$ cat config.mk
export PLATFORM = sky130hd
export DESIGN_NAME = trap_entry_unit
export DESIGN_NICKNAME = d
export VERILOG_FILES = /design/src/rtl/trap_entry_unit.sv
export SDC_FILE = /design/constraint.sdc
export NUM_CORES = 1
export LEC_CHECK = 0
export BUFFER_PORTS_ARGS = -buffer_cell sky130_fd_sc_hd__buf_2
export CORE_MARGIN = 2
export CORE_UTILIZATION = 50
export CTS_BUF_LIST = sky130_fd_sc_hd__clkbuf_2
export CTS_CLUSTER_SIZE = 28
export DETAILED_ROUTE_END_ITERATION = 10
export PLACE_DENSITY = 0.88
export SLEW_MARGIN = 20
export SYNTH_ARGS = -nofsm -noshare
export SYNTH_HDL_FRONTEND = slang
export SYNTH_SLANG_ARGS = --single-unit
$ cat constraint.sdc
create_clock -name clock -period 5.2 [get_ports clock]
set_input_delay 0.52 -clock clock [delete_from_list [all_inputs] [get_ports clock]]
set_output_delay 0.52 -clock clock [all_outputs]
set_load 0.01 [all_outputs]
$ cat src/rtl/trap_entry_unit.sv
// Trap entry unit: takes syscall/interrupt traps at instruction boundaries, captures EPC/cause, redirects to the handler.
// Optional define TRAP_IRQ_SYNC_EN inserts a 2-flop synchronizer on every irq line.
module trap_entry_unit #(
  parameter int          IRQ_W        = 6,
  parameter logic [31:0] HANDLER_ADDR = 32'h0000_4180
) (
  input  logic             clock,
  input  logic             reset,
  input  logic [IRQ_W-1:0] irq,
  input  logic             instr_valid,
  input  logic             syscall,
  input  logic [31:0]      pc_4,
  input  logic             eret,
  input  logic             mask_we,
  input  logic [IRQ_W-1:0] mask_wdata,
  output logic             trap_taken,
  output logic [31:0]      trap_pc,
  output logic [31:0]      epc,
  output logic [31:0]      cause,
  output logic             exl,
  output logic [IRQ_W-1:0] mask,
  output logic [1:0]       dbg_state
);

  typedef enum logic [1:0] {
    ST_IDLE    = 2'd0,
    ST_ENTER   = 2'd1,
    ST_HANDLER = 2'd2
  } state_e;

  state_e           state_q;
  logic             trap_taken_q;
  logic             exl_q;
  logic [31:0]      epc_q;
  logic [31:0]      cause_q;
  logic [IRQ_W-1:0] mask_q;

  logic [IRQ_W-1:0] irq_s;
  logic [IRQ_W-1:0] ip_d;
  logic [31:0]      epc_d;
  logic [31:0]      cause_d;
  logic             take_sys;
  logic             take_irq;

`ifdef TRAP_IRQ_SYNC_EN
  logic [IRQ_W-1:0] sync1_q;
  logic [IRQ_W-1:0] sync2_q;

  always_ff @(posedge clock) begin
    if (reset) begin
      sync1_q <= '0;
      sync2_q <= '0;
    end else begin
      sync1_q <= irq;
      sync2_q <= sync1_q;
    end
  end

  assign irq_s = sync2_q;
`else
  assign irq_s = irq;
`endif

  // instr_valid marks a committing instruction: the only cycle a trap may be
  // taken. syscall and pc_4 are meaningful only while instr_valid is high.
  always_comb begin
    ip_d     = irq_s & mask_q;
    take_sys = instr_valid & syscall;
    take_irq = instr_valid & (|ip_d);
    epc_d    = take_sys ? (pc_4 - 32'd4) : pc_4;
    cause_d  = '0;
    cause_d[6:2]        = take_sys ? 5'd8 : 5'd0;
    cause_d[8 +: IRQ_W] = ip_d;
  end

  always_ff @(posedge clock) begin
    if (reset) begin
      state_q      <= ST_IDLE;
      trap_taken_q <= 1'b0;
      exl_q        <= 1'b0;
      epc_q        <= '0;
      cause_q      <= '0;
      mask_q       <= '0;
    end else begin
      // The trap decision this edge still sees the old mask_q.
      if (mask_we) mask_q <= mask_wdata;
      trap_taken_q <= 1'b0;
      case (state_q)
        ST_IDLE: begin
          if (take_sys || take_irq) begin
            state_q      <= ST_ENTER;
            trap_taken_q <= 1'b1;
            epc_q        <= epc_d;
            cause_q      <= cause_d;
          end
        end
        ST_ENTER: begin
          state_q <= ST_HANDLER;
          exl_q   <= 1'b1;
        end
        ST_HANDLER: begin
          if (eret) begin
            state_q <= ST_IDLE;
            exl_q   <= 1'b0;
          end
        end
        default: begin
          state_q <= ST_IDLE;
          exl_q   <= 1'b0;
        end
      endcase
    end
  end

  assign trap_taken = trap_taken_q;
  assign trap_pc    = HANDLER_ADDR;
  assign epc        = epc_q;
  assign cause      = cause_q;
  assign exl        = exl_q;
  assign mask       = mask_q;
  assign dbg_state  = state_q;

endmodule

== Yosys cells after proc, flatten, opt, wreduce, memory -nomap -nowiden ==
Cells that the tools add are included.

* $add $sub $neg: 1
* Eq/ne operators: 4
* Muxes and demuxes: 8
* Bitwise operators: 4
* Reduce and logical (&&, ||, !) cells: 7

{| class="wikitable"
|+ Operators with widths
! kind !! count
|-
| 32-bit two-way mux || 1
|-
| 32-bit by 3-bit subtractor with 32-bit output, second input constant || 1
|-
| 6-bit bitwise AND || 1
|-
| 2-bit case mux with 3 select lines || 1
|-
| 2-bit AND reduction || 3
|-
| 6-bit OR reduction || 1
|-
| 2-bit two-way mux || 2
|-
| 4-bit two-way mux || 1
|-
| 2-bit != test, second input constant || 2
|-
| 1-bit case mux with 3 select lines || 1
|-
| 1-bit bitwise AND || 2
|-
| 2-bit by 1-bit == test with 1-bit output, second input constant || 1
|-
| 2-bit == test, second input constant || 1
|-
| 2-bit logical NOT || 1
|-
| 1-bit two-way mux || 2
|-
| 2-bit OR reduction || 1
|-
| 1-bit logical OR || 1
|-
| 1-bit NOT || 1
|}

* Register bits: 53
* Bits of input ports: 50
* Word-level logic and storage cells: 30

== Depth between registers and ports, before layout ==
Gate-level depths: netlist of run 1.

* Word-level depth: 6
* Depth in mapped cells: 7

== Least setup slack after synthesis of run 1 ==
No wires, ideal clock.

* Path type: in2reg
* Start point: input pc_4[6]
* End point: register epc_q[31], in the netlist epc[31]
* Setup time: 0.122 ns
* Arrival: 1.798 ns
* Required time: 5.078 ns
* Path slack: 3.280 ns
* Stages on the path: 4
* Path buffers: 0
* Cell sequence: nor4_4 nand4_1 o311a_1 a221o_1

* Cells in the longest elaborated chain, start to end: 2

{| class="wikitable"
|+ Ends and longest elaborated chain
! element !! line !! text
|-
| from (decl) || 12 || <nowiki>input logic [31:0] pc_4,</nowiki>
|-
| 32-bit by 3-bit subtractor with 32-bit output || 70 || <nowiki>epc_d = take_sys ? (pc_4 - 32'd4) : pc_4;</nowiki>
|-
| 32-bit two-way mux || 70 ||
|-
| to (signal assigned) || 93 || <nowiki>epc_q <= epc_d;</nowiki>
|-
| to (decl) || 34 || <nowiki>logic [31:0] epc_q;</nowiki>
|}

No other way between the ends.
A chain may end at the register's enable or synchronous reset.

== Worst setup path in the final report of run 1 ==
* Start point: register mask_q[5], in the netlist mask[5]
* End point: register epc_q[29], in the netlist epc[29]

* Cells in the longest elaborated chain, start to end: 5

{| class="wikitable"
|+ Ends and longest elaborated chain
! element !! line !! text
|-
| from (decl) || 36 || <nowiki>logic [IRQ_W-1:0] mask_q;</nowiki>
|-
| from (signal assigned) || 86 || <nowiki>if (mask_we) mask_q <= mask_wdata;</nowiki>
|-
| 6-bit bitwise AND || 67 || <nowiki>ip_d = irq_s & mask_q;</nowiki>
|-
| 6-bit OR reduction || 69 || <nowiki>take_irq = instr_valid & (|ip_d);</nowiki>
|-
| 1-bit bitwise AND || 69 ||
|-
| 1-bit logical OR || 90 || <nowiki>if (take_sys || take_irq) begin</nowiki>
|-
| 2-bit AND reduction (no line) || n/a ||
|}

No other way between the ends.

==> results by group, run 1 <==
Placed design
  • I/O Buffers: 98
  • GPL Wtd Cong: slightly above 0.9
  • Post-DP HPWL: 5460 um
  • Post-DP Area: 3250 um^2

Synth
  • Asr flop ratio synth: 0
  • Netlist cell types: 52
  • Mean Syn Cell Area: a little over 8 um^2
  • Yosys Warn Count: 0
  • Mapped cell area: 2960 um^2
  • Sequential fraction of the synthesis area: 0.332
  • Post-synth EDFFs: 0
  • Ys flop type: dfxtp_1
  • Cells after Synth: 358
  • #FFs+latches synth: 49

Critical path
  • CP Launch Type: register
  • WS Path Type: register to register
  • Worst Path Arrival: 2.74 ns
  • Worst Path Max Fanout: 27
  • Setup crit end kind: register
  • Worst path required time: ~5.5 ns

Timing
  • Minimum clock period: 2.40 ns
  • Final period util: 0.462
  • Skew final: 0.0213 ns
  • Rel. slew slack: 0.415
  • Measured slew at the worst slew-check pin: 0.878 ns
  • # setup viols final: 0
  • Fin. Hold Viols: 0
  • RSZ-0062 raised after global routing: false
  • Fin. max-slew vios: 0
  • TNS Setup: 0 ns
  • Fmax: 417 MHz

Global routing
  • Vias in the first global route: 2393
  • Remaining global-route overflow: 0
  • Initial antenna violation count: 0
  • Total global-route track usage: 0.220
  • Pin count of the biggest net entering global routing: 56
  • First-pass GRT wire length: 11200 um

CTS
  • Clk_lat worst skew: 0.44 ns
  • PostCTS Resize Cnt: 0
  • CTS tree: yes
  • Clock H-tree levels: 2
  • Clk pin slew, worst setup/hold paths: ~0.27 ns
  • CTS sink cnt: 49
  • CTS Root Buffer Type: clkbuf_2
  • Post-CTS Setup Repair Bufs: 0
  • CTS buffer count: 5
  • Hold-fix buffer count after cts: 0
  • Clock buffer depth: 2

Final layout
  • Area grow syn2layout: 11.4%
  • Layout cells sized above 1: 0.255
  • Filler Cells Inserted: 599
  • Area occupied by multi-input gates: 1660 um^2
  • Ant diodes: 0
  • Final nets: 493
  • Final instance area: around 3300 um^2
  • FF/Latch Area: slightly below 1000 um^2

Min path
  • Worst hold path class: input pin to register

Routing
  • Pre-Repair DR Iteration Count: 4
  • ANT nets after route: 0
  • # DRC: 0
  • Routed WL per cell: 14.0 um
  • Via-to-Cell Ratio: 5.37
  • Via Count: 2781
  • Final wirelength: 7280 um
  • DRT iter0 DRCs: around 190

Floorplanning
  • Initial Util: 0.509
  • Die ar.: 6550 um^2
  • DIE HEIGHT: 80.9 um
  • Die W: 80.9 um
  • Row count: 28
  • Top-Level Pins: approximately 160
  • Core Area: 5820 um^2

Power
  • Pwr dens: 236 nW/um^2
  • Pleak: 1.47 nW
  • Maximum VDD drop: 0.150 mV

Status
  • Status: finished, final reports clean

Job
  • Max-cap violations: 0
-- synthesized netlist by cell type (2+ instances only) --
library cell | count | area [um^2]
o311a_1 | 3 | 30.0
o21ai_0 | 15 | 75.1
a221o_1 | 2 | 20.0
nand4_1 | 7 | 43.8
xor2_1 | 4 | 35.0
nand3_1 | 20 | 100
nor2_1 | 34 | 128
dfxtp_1 | 49 | 981
a31oi_1 | 10 | 62.6
nor4_4 | 3 | 63.8
nor4_1 | 4 | 25.0
nand2_1 | 19 | 71.3
buf_2 | 7 | 35.0
inv_1 | 4 | 15.0
a21oi_1 | 12 | 60.1
and3_1 | 2 | 12.5
mux2i_1 | 8 | 80.1
conb_1 | 2 | 7.51
nor3_1 | 14 | 70.1
clkbuf_1 | 11 | 41.3
a211oi_1 | 11 | 82.6
o31ai_1 | 3 | 22.5
or3_1 | 10 | 62.6
xnor2_1 | 8 | 70.1
or4_1 | 4 | 30.0
nand3b_1 | 2 | 15.0
or4b_1 | 3 | 30.0
nor2b_1 | 4 | 25.0
buf_4 | 58 | 435
o2111ai_1 | 3 | 26.3
-- worst paths after layout --
path / start / end / slack, ns / depth (start not counted)
max: mask[5] / epc[29] / 2.80 / 4
min: pc_4[1] / epc[1] / 0.26 / 3
max reg2reg: mask[5] / epc[29] / 2.80 / 4
min reg2reg: cause[10] / cause[10] / 0.47 / 2
-- placed cells by master (no fill, tap or decap), types with 2 or more instances in the layout --
cell type,n
buf_2,98
conb_1,57
dfxtp_1,49
nor2_1,34
nand3_1,20
nand2_1,19
o21ai_0,15
nor3_1,14
a21oi_1,12
a211oi_1,11
or3_1,10
a31oi_1,9
xnor2_1,8
mux2i_1,8
nand4_1,7
clkbuf_2,5
inv_1,4
nor4_1,4
nor2b_1,4
or4_1,4
xor2_1,4
nor4_4,3
o311a_1,3
o31ai_1,3
o2111ai_1,3
or4b_1,3
and3_1,2
nand3b_1,2
a221o_1,2
clkinv_4,2
-- metal layers --
| metal | up-vias | GRT usage | wire, um |
|---|---|---|---|
| met5 | - | 0 | 0 |
| met4 | 0 | 0.102 | 172 |
| met3 | 17 | 0.0522 | 544 |
| met2 | 125 | 0.371 | 3650 |
| met1 | 1285 | 0.264 | 2910 |
| li1 | 1354 | - | - |
-- critical path, stage by stage, from the launching register on --
cell	delay, ns
dfxtp_1	0.39
a222oi_1	0.63
a31o_1	0.82
nor3_1	0.10
a221o_1	0.35
-- through the flow --
step | instances | util | power (mW) | worst slack, ns | hold slack (ns)
6_report | 518 | 0.567 | 0.779 | 2.80 | 0.265
5_1_grt | 518 | 0.567 | 0.823 | 2.59 | 0.232
4_1_cts | 518 | 0.567 | 0.785 | 2.81 | 0.253
3_5_place_dp | 510 | 0.559 | 0.622 | 2.55 | 0.448
3_3_place_gp | 510 | 0.559 | 0.616 | 2.64 | 0.445
2_1_floorplan | 413 | - | 0.576 | 3.28 | 0.476
-- sequential cells by signal, indices dropped and copies added, names as in the netlist --
name / cells
epc: 32
trap_taken: 1
mask: 6
exl: 1
cause: 7
dbg_state: 2
-- cells by family after synthesis --
group | Yosys count | synth area share
AOI/OAI and AO/OA | 71 | 0.163
xor gates and xnor gates | 12 | 0.0355
adders and majority gates | 1 | 0.00423
buffers and inverters | 81 | 0.182
DFF | 49 | 0.332
muxes | 8 | 0.0271
other | 2 | 0.00254
and+or+nand+nor | 134 | 0.254
-- power breakdown --
part	internal [mW]	switching, mW
Clock	0.0344	0.128
Sequential	0.406	0.0164
Combinational	0.0693	0.124
Total	0.510	0.269
-- cell type report --
type	instances	area share
clock buffer	5	0.00759
clock inverter	3	0.00683
inverter	4	0.00456
multi-input combinational	283	0.504
sequential	49	0.298
tap	75	0.0285
timing repair buffer	99	0.151
Note: power is estimated with default switching activity, not from simulation.
==> run 2: changes to the inputs <==
- CORE_UTILIZATION: 50 -> 42
- PLACE_DENSITY: 0.88 -> 0.78
- clock period: 5.2 -> 2 ns (I/O delays scaled with it)
==> run 2 against run 1 <==
Net effect:
- maximum frequency rose by 26%
- setup slack got worse by 2.7 ns
- cell area rose by 10%
- cell count rose by 11%
- core utilization fell by 3.1 points
- clock skew rose by 0.0070 ns
- register-to-register slack got worse by 2.7 ns
- sequential share of layout area fell by 2.8 points
- sequential power rose to 2.6 times the previous value
- first-iteration DRC count fell by 22%
- sequential cell count did not move
- highest routed layer unchanged
- combinational power rose to 2.9 times the previous value
==> results by group, run 2 (same netlist as run 1, synthesis figures left out) <==
Power
  • Total power: 2.10 mW (+170%)
  • Pleak: 1.63 nW (+11%)
  • Int Pwr: 1.38 mW (+170%)
  • Clock share of power: 0.207 (-0.002)
  • Sequential power share: 0.523 (-0.020)
  • Pwr dens: 578 nW/um^2 (+140%)
  • P_sw: 0.722 mW (+170%)
  • Switching Fraction: 0.344 (-0.00153)
  • Maximum VDD drop: 0.288 mV (+92%)
  • Logic pwr share: 0.270 (+0.022)

Floorplanning
  • Die W: 87.9 um (+8.7%)
  • Top-Level Pins: 156 (unchanged)
  • Initial Util: 0.435 (-0.0732)
  • Row count: 30 (+7.1%)
  • DIE HEIGHT: 87.9 um (+8.7%)
  • Core Area: 6790 um^2 (+17%)
  • Die ar.: 7730 um^2 (+18%)

Critical path
  • Reg-to-reg setup timing slack: 0.09 ns (-2.71 ns)
  • RR Endpoint: epc[21]
  • Slowest stage cell, crit path: or4b_1
  • FF-to-FF path depth: 4 (unchanged)
  • FF-to-FF Start: dbg_state[0]
  • Largest stage delay, worst path: 0.54 ns (-0.28 ns)
  • Crit-path cells: or3b_1 > a31o_4 > or4b_1 > nand3_1
  • Setup crit end kind: register
  • CP Launch Type: register
  • Worst Path Arrival: 2.29 ns (-0.45 ns)
  • Worst Setup EP: epc[21]
  • CP startpoint: dbg_state[0]
  • Worst Path Max Fanout: 14 (-48%)
  • WS Path Type: register to register
  • Worst path required time: 2.38 ns (-3.16 ns)

Final layout
  • Final core utilization: 0.536 (-0.0312)
  • Final nets: 527 (+6.9%)
  • Post-route insts no fill: 573 (+11%)
  • Ant diodes: 0 (unchanged)
  • Area grow syn2layout: 23.0%
  • Layout cells sized above 1: 0.279 (+0.0237)
  • Most frequent cells in the layout: buf_2, conb_1, dfxtp_1, nor2_1, nand3_1
  • Filler Cells Inserted: 667 (+11%)
  • Max reg flops: 32 (unchanged)
  • Most common cell after layout, fill and taps aside: buf_2

Global routing
  • First-pass GRT wire length: 11900 um (+5.8%)
  • Total global-route track usage: 0.196 (-0.0237)
  • Pin count of the biggest net entering global routing: 32 (-43%)
  • Remaining global-route overflow: 0 (unchanged)
  • Initial antenna violation count: 0 (unchanged)
  • Vias in the first global route: 2458 (+2.7%)

CTS
  • Clk_lat worst skew: 0.44 ns (about the same)
  • CTS Root Buffer Type: clkbuf_2
  • CTS sink cnt: 49 (unchanged)
  • Clk pin slew, worst setup/hold paths: 0.27 ns (about the same)
  • Clock H-tree levels: 2 (unchanged)
  • Clock buffer depth: 2 (unchanged)
  • CTS tree: yes
  • CTS buffer count: 5 (unchanged)

Placed design
  • I/O Buffers: 98 (unchanged)
  • Dpl cells: 549 (+7.6%)
  • Post-DP HPWL: 5880 um (+7.8%)
  • GPL Wtd Cong: 0.889 (-1.8%)

Timing
  • Final period util: 0.954 (+0.492)
  • TNS Setup: 0 ns (unchanged)
  • Minimum clock period: 1.91 ns (-0.493 ns)
  • Fin. max-slew vios: 0 (unchanged)
  • Skew final: 0.0283 ns (+0.00702 ns)
  • # setup viols final: 0 (unchanged)
  • Hold slack: 0.0310 ns (-0.234 ns)
  • Fmax: 524 MHz (+26%)
  • Fin. Hold Viols: 0 (unchanged)
  • RSZ-0062 raised after global routing: false

Routing
  • # DRC: 0 (unchanged)
  • ANT nets after route: 0 (unchanged)
  • Via-to-Cell Ratio: 5.01 (-6.6%)
  • Via Count: 2873 (+3.3%)
  • Routed WL per cell: 13.7 um (-2.6%)
  • DRT iter0 DRCs: 149 (-22%)
  • Final wirelength: 7840 um (+7.8%)
  • Pre-Repair DR Iteration Count: 4 (unchanged)

Job
  • Max-cap violations: 0 (unchanged)

Status
  • Status: finished, final reports clean

Min path
  • Worst hold path class: input pin to register
run 2: what timing repair did:
item                       in CTS  in global routing
hold endpoints to repair       14                  1
setup endpoints to repair       0                 17
hold buffers                   14                  1
setup buffers                   0                  1
gates resized for setup         0                  2
run 2: cell type report:
type	instances	area (um^2)	share of cell area
clock buffer	5	25.0	0.00688
clock inverter	3	25.0	0.00688
inverter	4	15.0	0.00413
multi-input combinational	283	1670	0.459
sequential	49	981	0.270
tap	96	120	0.0330
timing repair buffer	133	803	0.221
run 2: power groups by stage:
stage / sequential (mW) / combinational, mW / clock (mW)
after floorplan: 1.15 / 0.346 / 0
after global placement: 1.12 / 0.527 / 0
after detailed placement: 1.12 / 0.535 / 0
after CTS: 1.10 / 0.558 / 0.453
after global routing: 1.11 / 0.624 / 0.496
final: 1.10 / 0.568 / 0.435
run 2: how the worst min path moves through the flow:
stage / slack, ns / to / cells past startpoint / from
CTS: 0.01 / epc[26] / 3 / pc_4[26]
global placement: 0.43 / mask[0] / 3 / mask_wdata[0]
detailed placement: 0.44 / mask[1] / 3 / mask_wdata[1]
finish: 0.03 / epc[27] / 3 / pc_4[27]
global route: 0.005 / epc[15] / 3 / pc_4[15]
floorplan: 0.34 / epc[0] / 2 / pc_4[0]
run 2: per-stage QoR:
stage               setup slack [ns]  instance area, um^2
finish                        0.0928                 3640
CTS                          0.00355                 3610
floorplan                      0.262                 3160
detailed placement            0.0662                 3420
global placement               0.125                 3420
global route                  0.0338                 3640
run 2: worst max-delay path, delay by kind of cell (launching register included):
kind,cells,cell delay (ns)
AND/OR/NAND/NOR,3,1.12
flip-flops,1,0.42
AO/OA/AOI/OAI,1,0.31
run 2: per-layer routing:
metal,global-route usage,vias to the layer above,share of wire
met4,0.0531,0,0.0094
li1,-,1423,-
met1,0.247,1327,0.42
met3,0.0490,8,0.066
met2,0.334,115,0.50
met5,0,-,0
